**config.mk**
```make
export PLATFORM = sky130hd
export DESIGN_NAME = ir_nec_tx
export DESIGN_NICKNAME = d
export VERILOG_FILES = /design/src/rtl/ir_nec_tx.sv
export SDC_FILE = /design/constraint.sdc
export NUM_CORES = 1
export LEC_CHECK = 0
export ABC_CLOCK_PERIOD_IN_PS = 5800
export CAP_MARGIN = 15
export CORE_MARGIN = 3
export CORE_UTILIZATION = 60
export CTS_CLUSTER_SIZE = 40
export DETAILED_ROUTE_END_ITERATION = 7
export GPL_ROUTABILITY_DRIVEN = 1
export HOLD_SLACK_MARGIN = 0.06
export PLACE_DENSITY = 0.77
export REMOVE_ABC_BUFFERS = 1
export SLEW_MARGIN = 20
export SYNTH_ARGS = -nofsm -noshare
export SYNTH_HDL_FRONTEND = slang
export SYNTH_SLANG_ARGS = --single-unit
```
**constraint.sdc**
```tcl
create_clock -name clk -period 5.8 [get_ports clk]
set_input_delay 1.45 -clock clk [delete_from_list [all_inputs] [get_ports clk]]
set_output_delay 1.45 -clock clk [all_outputs]
set_load 0.05 [all_outputs]
```
**src/rtl/ir_nec_tx.sv**
```systemverilog
// NEC IR transmitter: synchronises an on/off level and sends one NEC frame
// (CMD_ON on a rising edge, CMD_OFF on a falling edge) on a modulated carrier.
module ir_nec_tx #(
  parameter int          CLK_HZ       = 50000000,
  parameter int          UNIT_CYC     = 28125,
  parameter int          CARRIER_HALF = 657,
  parameter int          GAP_UNITS    = 72,
  parameter logic [7:0]  ADDR         = 8'h00,
  parameter logic [7:0]  CMD_ON       = 8'h45,
  parameter logic [7:0]  CMD_OFF      = 8'h46
) (
  input  logic clk,
  input  logic rst_n,
  input  logic ctrl_in,
  output logic busy,
  output logic ir_out,
  output logic frame_done
);

  localparam int UCW  = (UNIT_CYC > 1) ? $clog2(UNIT_CYC) : 1;
  localparam int CHW  = (CARRIER_HALF > 1) ? $clog2(CARRIER_HALF) : 1;
  localparam int NMAX = (GAP_UNITS > 16) ? GAP_UNITS : 16;
  localparam int UW   = $clog2(NMAX);
  localparam logic [UCW-1:0] UNIT_LAST = UCW'(UNIT_CYC - 1);
  localparam logic [CHW-1:0] HALF_LAST = CHW'(CARRIER_HALF - 1);

  // A unit must hold at least one full carrier period.
  if (UNIT_CYC < 2 * CARRIER_HALF || CLK_HZ < 2 * CARRIER_HALF) begin : g_bad_cfg
    $error("ir_nec_tx: UNIT_CYC/CLK_HZ too small for CARRIER_HALF");
  end

  typedef enum logic [2:0] {
    S_IDLE, S_LEAD_MARK, S_LEAD_SPACE, S_BIT_MARK, S_BIT_SPACE, S_STOP_MARK, S_GAP
  } state_t;

  state_t           state_q, state_d;
  logic             sync1_q, sync1_d, sync2_q, sync2_d, prev_q, prev_d;
  logic             edge_q, edge_d, kind_q, kind_d;
  logic             pend_vld_q, pend_vld_d, pend_kind_q, pend_kind_d;
  logic [UCW-1:0]   unit_cnt_q, unit_cnt_d;
  logic [UW-1:0]    units_q, units_d, n_last;
  logic [4:0]       bit_idx_q, bit_idx_d;
  logic [CHW-1:0]   phase_q, phase_d;
  logic             ir_q, ir_d;
  logic [31:0]      payload_q, payload_d;
  logic             unit_tick, state_end, gap_end, start, start_kind, load;
  logic [7:0]       cmd;

  function automatic logic is_mark(input state_t s);
    return (s == S_LEAD_MARK) || (s == S_BIT_MARK) || (s == S_STOP_MARK);
  endfunction

  // Edge detection, frame sequencing, pending slot and carrier generation.
  always_comb begin
    sync1_d     = ctrl_in;
    sync2_d     = sync1_q;
    prev_d      = sync2_q;
    edge_d      = sync2_q ^ prev_q;
    kind_d      = sync2_q;
    state_d     = state_q;
    unit_cnt_d  = unit_cnt_q;
    units_d     = units_q;
    bit_idx_d   = bit_idx_q;
    phase_d     = phase_q;
    ir_d        = 1'b0;
    pend_vld_d  = pend_vld_q;
    pend_kind_d = pend_kind_q;
    load        = 1'b0;
    frame_done  = 1'b0;

    case (state_q)
      S_LEAD_MARK:  n_last = UW'(15);
      S_LEAD_SPACE: n_last = UW'(7);
      S_BIT_SPACE:  n_last = payload_q[bit_idx_q] ? UW'(2) : UW'(0);
      S_GAP:        n_last = UW'(GAP_UNITS - 1);
      default:      n_last = '0;
    endcase

    unit_tick  = (unit_cnt_q == UNIT_LAST);
    state_end  = unit_tick && (units_q == n_last);
    gap_end    = (state_q == S_GAP) && state_end;
    start      = ((state_q == S_IDLE) || gap_end) && (edge_q || pend_vld_q);
    // A fresh edge is newer than whatever sits in the pending slot.
    start_kind = edge_q ? kind_q : pend_kind_q;
    cmd        = start_kind ? CMD_ON : CMD_OFF;

    if (unit_tick) begin
      unit_cnt_d = '0;
      units_d    = units_q + 1'b1;
    end else begin
      unit_cnt_d = unit_cnt_q + 1'b1;
    end

    case (state_q)
      S_IDLE:       if (start) state_d = S_LEAD_MARK;
      S_LEAD_MARK:  if (state_end) state_d = S_LEAD_SPACE;
      S_LEAD_SPACE: if (state_end) begin
                      state_d   = S_BIT_MARK;
                      bit_idx_d = '0;
                    end
      S_BIT_MARK:   if (state_end) state_d = S_BIT_SPACE;
      S_BIT_SPACE:  if (state_end) begin
                      if (bit_idx_q == 5'd31) begin
                        state_d = S_STOP_MARK;
                      end else begin
                        state_d   = S_BIT_MARK;
                        bit_idx_d = bit_idx_q + 5'd1;
                      end
                    end
      S_STOP_MARK:  if (state_end) state_d = S_GAP;
      S_GAP:        if (state_end) begin
                      frame_done = 1'b1;
                      state_d    = start ? S_LEAD_MARK : S_IDLE;
                    end
      default:      state_d = S_IDLE;
    endcase

    // Edges during a frame park in the pending slot; the latest kind wins.
    if (start) begin
      load       = 1'b1;
      pend_vld_d = 1'b0;
    end else if (edge_q) begin
      pend_vld_d  = 1'b1;
      pend_kind_d = kind_q;
    end

    if ((state_d != state_q) || (state_d == S_IDLE)) begin
      unit_cnt_d = '0;
      units_d    = '0;
    end

    // Carrier starts high on mark entry and is forced low once the mark ends.
    if (is_mark(state_d)) begin
      if (state_d != state_q) begin
        phase_d = '0;
        ir_d    = 1'b1;
      end else if (phase_q == HALF_LAST) begin
        phase_d = '0;
        ir_d    = ~ir_q;
      end else begin
        phase_d = phase_q + 1'b1;
        ir_d    = ir_q;
      end
    end

    payload_d = load ? {~cmd, cmd, ~ADDR, ADDR} : payload_q;
  end

  // Control state with asynchronous reset.
  always_ff @(posedge clk or negedge rst_n) begin
    if (!rst_n) begin
      state_q     <= S_IDLE;
      sync1_q     <= 1'b0;
      sync2_q     <= 1'b0;
      prev_q      <= 1'b0;
      edge_q      <= 1'b0;
      kind_q      <= 1'b0;
      pend_vld_q  <= 1'b0;
      pend_kind_q <= 1'b0;
      unit_cnt_q  <= '0;
      units_q     <= '0;
      bit_idx_q   <= '0;
      phase_q     <= '0;
      ir_q        <= 1'b0;
    end else begin
      state_q     <= state_d;
      sync1_q     <= sync1_d;
      sync2_q     <= sync2_d;
      prev_q      <= prev_d;
      edge_q      <= edge_d;
      kind_q      <= kind_d;
      pend_vld_q  <= pend_vld_d;
      pend_kind_q <= pend_kind_d;
      unit_cnt_q  <= unit_cnt_d;
      units_q     <= units_d;
      bit_idx_q   <= bit_idx_d;
      phase_q     <= phase_d;
      ir_q        <= ir_d;
    end
  end

  // Payload is data only; it is always loaded before it is read.
  always_ff @(posedge clk) begin
    payload_q <= payload_d;
  end

  assign busy   = (state_q != S_IDLE);
  assign ir_out = ir_q;

endmodule
```
==> metrics, run 1 <==
CTS tree=done; post-layout util=66.4%; CTS Buf Count=5; largest net degree at the start of global routing=48; Rows=24; total track usage=20.5%; reg2reg start=state_q[0]; worst setup path start=state_q[0]; Worst slew margin=58.9%; Die W=73.9 um; Initial Utilization=62.6%; Clk pwr share=27.1%; Inserted Diodes=0; endpoint class of the critical path=output port; total number of H-tree levels=2; Slew Limit Fails=0; CTS clk-pin slew, worst paths=90 ps; met2 WL=2280 um; worst flop-to-flop path endpoint=payload_q[24]; sequential fraction of design power=56.4%; Final #Nets=308; Avg Synthesized Cell Area=9.46 um^2; register area share after synthesis=44.7%; post-synth cell types=59; hold_sp=sync1_q; highest routed layer=met4; Vias/cell=5.87; # IOs=6; met3 wire length=117 um; internal power=0.569 mW; Post-synth top cells=dfrtp_1, nor2_1, nand2_1; Crit Path Class=reg -> out; Post-synth EDFFs=2; Bufs on Longest Clock Path=2; post-CTS resize count=0; Worst Tran Pin Value=617 ps; WL final=4950 um; RSZ-0062 raised after global routing=false; switching pwr=0.251 mW; first-pass GRT wire length=8850 um; R2R depth=7; post-synthesis register bit count=49; Vias=2050; maximum clock frequency=212 MHz; gpl congestion=0.821; total negative setup slack=0 ps; mapped cell area=2760 um^2; maxcap violations=0; ys flop type=dfrtp_1; top-area cell type share of the netlist area=42.6%; layout cell share with drive strength beyond 1=8.08%; status=finished, final reports clean; cell area power density=280 nW/um^2; VDD IR-drop max=0.000185 V; area grow syn2layout=6.11%; crit path to=frame_done; port buffer count=5; Comb power frac=16.5%; Post-CTS Setup Bufs=0; async set-or-reset flop fraction in the synthesized netlist=95.9%; minimum clock period=4720 ps; CP Max Fanout=19; Die Ht=73.9 um; Yosys warning count=0; wire per inst=14.2 um; Area contributors post-synth=dfrtp_1, nor2_1, xor2_1, ha_1, nand2_1; worst path arrival time=3270 ps; Core Box Area=4410 um^2; Syn Inst Count=292; Setup Viol. Count Final=0; Setup Skew=10.4 ps; Net Sw Frac=30.6%; Leakage=1.34 nW; vias in the first global route=1968; Initial DRC Count=214; hpwl dp=3400 um; part of the cycle the worst path needs=81.4%; initial antenna violation count=0; Final ANT Viol Nets=0; Worst Setup Start Kind=flip-flop; CTS Hold Bufs=0; Die ar.=5450 um^2; Fin. Hold Viols=0; most common cell in the netlist=dfrtp_1; Required @ worst endpoint=4350 ps; DR pass1 iterations=4; # clock sinks=49; clk root buf=clkbuf_8; Hold WC Path Type=reg -> reg; M1 WL=2490 um; worst reg-to-reg setup slack=2810 ps; gr ovfl total=0; DRC=0; worst skew pair latency=310 ps; Yosys top cell by area=dfrtp_1
==> sequential cells by signal, indices dropped and copies added (netlist names) <==
signal       count
pend_kind_q      1
edge_q           1
sync1_q          1
state_q          3
phase_q         10
ir_out           1
payload_q        2
bit_idx_q        5
kind_d           1
kind_q           1
units_q          7
unit_cnt_q      15
pend_vld_q       1
==> cell type report <==
cell class,count,area [um^2]
inverter,13,48.8
multi-input combinational,221,1430
fill,358,1480
timing repair buffer,6,55.1
tap,52,65.1
sequential,49,1240
clock buffer,7,96.3
clock inverter,1,5.00
==> worst min-delay path by stage <==
stage | depth (start not counted) | to | slack, ps
after global routing | 0 | kind_d | 360
after detailed placement | 0 | kind_d | 330
after floorplan | 0 | kind_d | 330
after global placement | 0 | kind_d | 330
final | 0 | kind_d | 350
after CTS | 0 | kind_d | 360
==> critical path, stage by stage (launching register included) <==
cell	delay (ps)
dfrtp_1	750
or3b_1	410
a211oi_1	220
o311a_1	260
inv_1	110
a21o_2	230
nor3_4	150
clkdlybuf4s50_1	840
==> power by group through the flow <==
stage	combinational (mW)	clock (mW)	sequential (mW)
detailed placement	0.137	0	0.466
finish	0.136	0.222	0.462
global route	0.158	0.240	0.471
CTS	0.137	0.228	0.461
floorplan	0.107	0	0.457
global placement	0.133	0	0.464
==> kinds of logic after synthesis <==
family / after synthesis / synth area share [%]
AOI/OAI and AO/OA: 59 / 13.6
xor gates and xnor gates: 21 / 6.66
adders and majority gates: 9 / 4.08
buffers and inverters: 22 / 3.67
DFF: 49 / 44.7
muxes: 4 / 1.68
and+or+nand+nor: 128 / 25.5
==> metal layers <==
metal	vias to the layer above	global-route usage, %
li1	1043	-
met1	978	27.9
met2	23	32.5
met3	6	4.10
met4	0	7.44
met5	-	0
==> layout by cell type, fill, tap and decap left out, types with 2 or more instances in the layout <==
cell,Yosys,routed
ha_1,9,9
nand4_1,5,5
edfxtp_1,2,2
nor3_1,6,6
o21ai_0,12,12
a21oi_1,11,11
a31oi_1,12,12
o21ai_2,2,2
nand4b_1,3,3
clkdlybuf4s50_1,0,4
nand3b_1,2,2
nor2_1,35,35
a41oi_1,2,2
nor3b_1,3,3
nand3_1,16,16
nand2_1,25,25
dfrtp_1,47,47
o21ai_1,5,5
xnor2_1,6,6
a211oi_1,2,2
inv_1,13,13
clkbuf_8,0,7
xor2_1,15,15
and3_1,8,8
buf_4,0,2
nand2b_1,4,4
or2_2,2,2
mux2i_1,2,2
o31ai_1,2,2
nor2b_1,4,4
==> through the flow <==
step	hold WS, ps	cell area (um^2)	total power, mW	std cells	worst slack [ps]
2_1_floorplan	331	2710	0.563	283	2200
3_3_place_gp	335	2830	0.597	341	1540
3_5_place_dp	335	2830	0.604	341	1450
4_1_cts	355	2930	0.826	349	1100
5_1_grt	362	2930	0.869	349	883
6_report	353	2930	0.820	349	1080
(Power assumes the default switching activity.)
==> run 2, diff against run 1 <==
--- a/config.mk
+++ b/config.mk
@@ -5,7 +5,7 @@
 export SDC_FILE = /design/constraint.sdc
 export NUM_CORES = 1
 export LEC_CHECK = 0
-export ABC_CLOCK_PERIOD_IN_PS = 5800
+export ABC_CLOCK_PERIOD_IN_PS = 4500
 export CAP_MARGIN = 15
 export CORE_MARGIN = 3
 export CORE_UTILIZATION = 60
==> constraint.sdc (replaced) <==
create_clock -name clk -period 4.5 [get_ports clk]
set_input_delay 1.125 -clock clk [delete_from_list [all_inputs] [get_ports clk]]
set_output_delay 1.125 -clock clk [all_outputs]
set_load 0.05 [all_outputs]
==> run 2 against run 1 <==
Worst setup slack got worse by 780 ps; sequential power rose by 29%; count of clock-buffer cells in the layout did not move; die area did not move; clock power rose by 45%; non-clock buffer count rose by 1; flip-flop and latch count did not move; worst hold slack improved by 3.5 ps; clock skew rose by 1.5 ps; first-iteration DRC count fell by 43%; routed wire length fell by 0.16%; total power rose by 34%; largest cell class unchanged.
==> metrics, run 2 (synthesized netlist as in run 1, its figures left out) <==
layout cell share with drive strength beyond 1=8.05% (-0.027 points); Worst Setup Start Kind=flip-flop; Bufs on Longest Clock Path=2 (unchanged); Worst Tran Pin Value=627 ps (+10.2 ps); Initial DRC Count=123 (-43%); total negative setup slack=0 ps (unchanged); endpoint class of the critical path=output port; CP Max Fanout=8 (-11); internal power=0.776 mW (+36%); Setup Viol. Count Final=0 (unchanged); slowest stage delay, CP=830 ps (about the same); Hold WC Path Type=reg -> reg; Die ar.=5450 um^2 (unchanged); Final #Nets=309 (+0.32%); worst hold endpoint=kind_d; part of the cycle the worst path needs=93.4%; Core Box Area=4410 um^2 (unchanged); Worst path slowest cell=clkdlybuf4s50_1; CTS Hold Bufs=0 (unchanged); CTS Buf Count=5 (unchanged); Final ANT Viol Nets=0 (unchanged); vias in the first global route=1919 (-2.5%); Net Sw Frac=29.3% (-1.4 points); Fin. Hold Viols=0 (unchanged); # clock sinks=49 (unchanged); CTS clk-pin slew, worst paths=90 ps (about the same); Vias=2105 (+2.7%); Rows=24 (unchanged); VDD IR-drop max=0.000270 V (+46%); gpl congestion=0.855 (+4.1%); WL final=4950 um (-0.16%); total number of H-tree levels=2 (unchanged); cells along the critical path=inv_1, ha_1, nand2b_1, o2111ai_1, and3_1, or3_4, a21o_2, nor3_4, clkdlybuf4s50_1; Post-CTS Setup Bufs=0 (unchanged); R2R depth=7 (unchanged); initial antenna violation count=0 (unchanged); status=finished, final reports clean; largest registers=unit_cnt_q (15), phase_q (10), units_q (7); Die Ht=73.9 um (unchanged); gr ovfl total=0 (unchanged); Worst slew margin=58.2% (-0.73 points); Comb power frac=16.3% (-0.2 points); total track usage=19.2% (-1.3 points); worst flop-to-flop path endpoint=payload_q[24]; first-pass GRT wire length=8330 um (-5.9%); Die W=73.9 um (unchanged); clk root buf=clkbuf_8; post-layout util=66.9% (+0.51 points); Largest register FFs=15 (unchanged); Inserted Diodes=0 (unchanged); area grow syn2layout=6.93%; Crit Path Class=reg -> out; hpwl dp=3420 um (+0.41%); DRC=0 (unchanged); Slew Limit Fails=0 (unchanged); maximum clock frequency=238 MHz; # IOs=6 (unchanged); worst path arrival time=3080 ps (-190 ps); Clk pwr share=29.5% (+2.4 points); wire per inst=14.1 um (-0.45%); Setup Skew=11.8 ps (+1.47 ps); worst reg-to-reg setup slack=1620 ps (-1190 ps); maxcap violations=0 (unchanged); minimum clock period=4200 ps; largest net degree at the start of global routing=48 (unchanged); cell count of the worst hold path=0 (unchanged); hold_sp=sync1_q; Initial Utilization=62.6% (unchanged); RSZ-0062 raised after global routing=false; reg2reg start=bit_idx_q[1]; CTS tree=done; sequential fraction of design power=54.2% (-2.2 points); cell area power density=371 nW/um^2 (+33%); port buffer count=5 (unchanged); post-CTS resize count=0 (unchanged); most common cell after layout, fill and taps aside=dfrtp_1; Vias/cell=6.01 (+2.4%); commonest cells after routing, fill and taps aside=dfrtp_1, nor2_1, nand2_1; worst skew pair latency=300 ps (about the same); DR pass1 iterations=4 (unchanged); Required @ worst endpoint=3380 ps (-970 ps); Top reg by flops=unit_cnt_q; switching pwr=0.321 mW (+28%); Leakage=1.35 nW (+0.62%)
run 2: cell count changes in the layout (fill, tap and decap cells not counted), sizes merged:
cell	before	now
buf	2	3
bufinv	0	1
clkinv	1	0
run 2: per-stage QoR:
step                hold WS [ps]  setup WS, ps  cells  cell area (um^2)  power, mW
floorplan                    331          1230    283              2710      0.726
global placement             334           647    342              2840      0.771
detailed placement           336           581    342              2840      0.778
CTS                          356           267    350              2950       1.11
global route                 374          54.1    350              2950       1.15
finish                       357           298    350              2950       1.10
run 2: worst max-delay path by stage:
stage	from	slack, ps	cells past startpoint	end
finish	bit_idx_q[0]	300	9	frame_done
floorplan	state_q[0]	1230	6	frame_done
CTS	unit_cnt_q[0]	270	9	frame_done
detailed placement	unit_cnt_q[0]	580	9	frame_done
global route	units_q[0]	50	7	frame_done
global placement	state_q[0]	650	7	frame_done
run 2: layout make-up:
type / count / area [um^2]
well taps: 52 / 65.1
repair buffers: 7 / 62.6
clock buffers: 7 / 86.3
flip-flops and latches: 49 / 1240
inverters: 13 / 48.8
fillers: 351 / 1460
multi-input cells: 221 / 1430
clock inverters: 1 / 30.0
run 2: per-layer routing:
metal	vias up	routed length, um	part of all wire, %	track usage [%]
met5	-	0	0	0
met4	0	76	1.5	8.05
met3	9	144	2.9	3.28
met2	31	2350	47	30.8
met1	1014	2380	48	25.6
li1	1051	-	-	-
run 2: critical path, delay by kind of cell, from the launching register on:
| kind | cells | cell delay [ps] |
|---|---|---|
| adder cells (fa/ha/maj) | 1 | 140 |
| AND/OR/NAND/NOR | 4 | 860 |
| AO/OA/AOI/OAI | 2 | 380 |
| buffers and inverters | 2 | 940 |
| flip-flops | 1 | 460 |
run 2: power groups by stage:
stage               clock [mW]  combinational, mW  sequential [mW]
floorplan                    0              0.138            0.588
global placement             0              0.172            0.599
detailed placement           0              0.177            0.601
CTS                      0.333              0.181            0.592
global route             0.345              0.202            0.606
finish                   0.323              0.179            0.594
==> run 3, diff against run 2 <==
--- a/config.mk
+++ b/config.mk
@@ -13,6 +13,7 @@
 export DETAILED_ROUTE_END_ITERATION = 7
 export GPL_ROUTABILITY_DRIVEN = 1
 export HOLD_SLACK_MARGIN = 0.06
+export MAX_ROUTING_LAYER = met4
 export PLACE_DENSITY = 0.77
 export REMOVE_ABC_BUFFERS = 1
 export SLEW_MARGIN = 20
==> run 3 against run 2 <==
Sequential share of layout area stayed put; design area stayed put; highest routed layer unchanged; largest power group unchanged; count of clock-buffer cells in the layout stayed put; critical path type unchanged; register-to-register slack hardly changed; critical endpoint unchanged.
==> metrics, run 3 (synthesized netlist as in run 1, its figures left out) <==
CTS tree=done; Largest register FFs=15 (unchanged); Placed Cells=342 (unchanged); worst path arrival time=3080 ps (about the same); largest registers=unit_cnt_q (15), phase_q (10), units_q (7); Bufs on Longest Clock Path=2 (unchanged); Hold WC Path Type=reg -> reg; Post-CTS Setup Bufs=0 (unchanged); Initial DRC Count=118 (-4.1%); Post-Place Cell Area=2840 um^2 (unchanged); Worst Tran Pin Value=628 ps (+0.719 ps); worst skew pair latency=300 ps (about the same); DRC=0 (unchanged); Die Ht=73.9 um (unchanged); WL final=4950 um (+0.12%); endpoint class of the critical path=output port; Die ar.=5450 um^2 (unchanged); largest net degree at the start of global routing=48 (unchanged); total negative setup slack=0 ps (unchanged); Final WS setup=296 ps (-1.96 ps); RSZ-0062 raised after global routing=false; layout cell share with drive strength beyond 1=8.05% (unchanged); Inserted Diodes=0 (unchanged); gpl congestion=0.868 (+1.6%); Final #Nets=309 (unchanged); Worst slew margin=58.1% (about the same); highest routed layer=met4; Leakage=1.35 nW (unchanged); initial antenna violation count=0 (unchanged); Final ANT Viol Nets=0 (unchanged); Vias/cell=5.99 (-0.33%); minimum clock period=4200 ps (+1.97 ps); Initial Utilization=62.6% (unchanged); commonest cells after routing, fill and taps aside=dfrtp_1, nor2_1, nand2_1; CP Max Fanout=7 (-1); Fin. Hold Viols=0 (unchanged); CTS Buf Count=5 (unchanged); Required @ worst endpoint=3380 ps (about the same); total track usage=19.9% (+0.68 points); area grow syn2layout=6.93% (unchanged); VDD IR-drop max=0.000270 V (+0.18%); Setup Skew=13.2 ps (+1.37 ps); CTS Hold Bufs=0 (unchanged); status=finished, final reports clean; # clock sinks=49 (unchanged); Rows=24 (unchanged); first-pass GRT wire length=8360 um (+0.41%); Slew Limit Fails=0 (unchanged); Core Box Area=4410 um^2 (unchanged); Vias=2098 (-0.33%); clk root buf=clkbuf_8; CTS clk-pin slew, worst paths=80 ps (about the same); hpwl dp=3420 um (unchanged); wire per inst=14.1 um (+0.12%); maxcap violations=0 (unchanged); met2 WL=2320 um (-1.3%); M1 WL=2420 um (+1.6%); Die W=73.9 um (unchanged); Setup Viol. Count Final=0 (unchanged); port buffer count=5 (unchanged); maximum clock frequency=238 MHz (about the same); fin area=2950 um^2 (unchanged); part of the cycle the worst path needs=93.4% (about the same); # IOs=6 (unchanged); total number of H-tree levels=2 (unchanged); met3 wire length=161 um (+12%); Worst Setup Start Kind=flip-flop; pre-CTS WS=581 ps (unchanged); most common cell after layout, fill and taps aside=dfrtp_1; Top reg by flops=unit_cnt_q; cell area power density=371 nW/um^2 (+0.10%); vias in the first global route=1918 (-0.052%); post-CTS resize count=0 (unchanged); gr ovfl total=0 (unchanged); DR pass1 iterations=4 (unchanged); Final Non-Filler Cells=350 (unchanged); Crit Path Class=reg -> out
## run 3: cell counts in the layout (fill, tap and decap cells not counted)
No cell type changed its count.
## run 3: metrics by stage
step                power (mW)  utilization [%]  hold slack (ps)
floorplan                0.726                -              331
global placement         0.771             64.2              334
detailed placement       0.778             64.2              336
CTS                       1.11             66.9              356
global route              1.15             66.9              374
finish                    1.10             66.9              356
## run 3: worst paths after layout
| kind | start | end | slack, ps | cells after the start |
|---|---|---|---|---|
| hold reg to reg | sync1_q | kind_d | 360 | 0 |
| min in group asynchronous | rst_n | units_q[6] | 820 | 1 |
| setup reg to reg | bit_idx_q[1] | payload_q[24] | 1620 | 7 |
| max in group asynchronous | rst_n | phase_q[5] | 3260 | 1 |
| hold / removal | sync1_q | kind_d | 360 | 0 |
| setup / recovery | unit_cnt_q[0] | frame_done | 300 | 9 |
## run 3: layout make-up
type,count,area (um^2)
clock buffers,7,86.3
clock inverters,1,30.0
fillers,351,1460
inverters,13,48.8
multi-input cells,221,1430
flip-flops and latches,49,1240
well taps,52,65.1
repair buffers,7,62.6
## run 3: power by group
part / total, mW / switching, mW / internal (mW)
sequential: 0.594 / 0.0829 / 0.511
clock: 0.324 / 0.143 / 0.181
combinational: 0.179 / 0.0963 / 0.0831
total: 1.10 / 0.322 / 0.776
## run 3: layer usage
metal	global-route usage, %	up-vias
met5	-	-
met4	6.84	0
met3	4.51	6
met2	30.8	36
met1	25.7	1004
li1	-	1052
## run 3: critical path, stage by stage, from the launching register on
cell and delay (ps):
dfrtp_1 440, inv_1 80, ha_1 140, nand4b_1 150
nor4_4 360, o311a_1 340, inv_1 100, a21o_2 220
nor3_4 140, clkdlybuf4s50_1 830
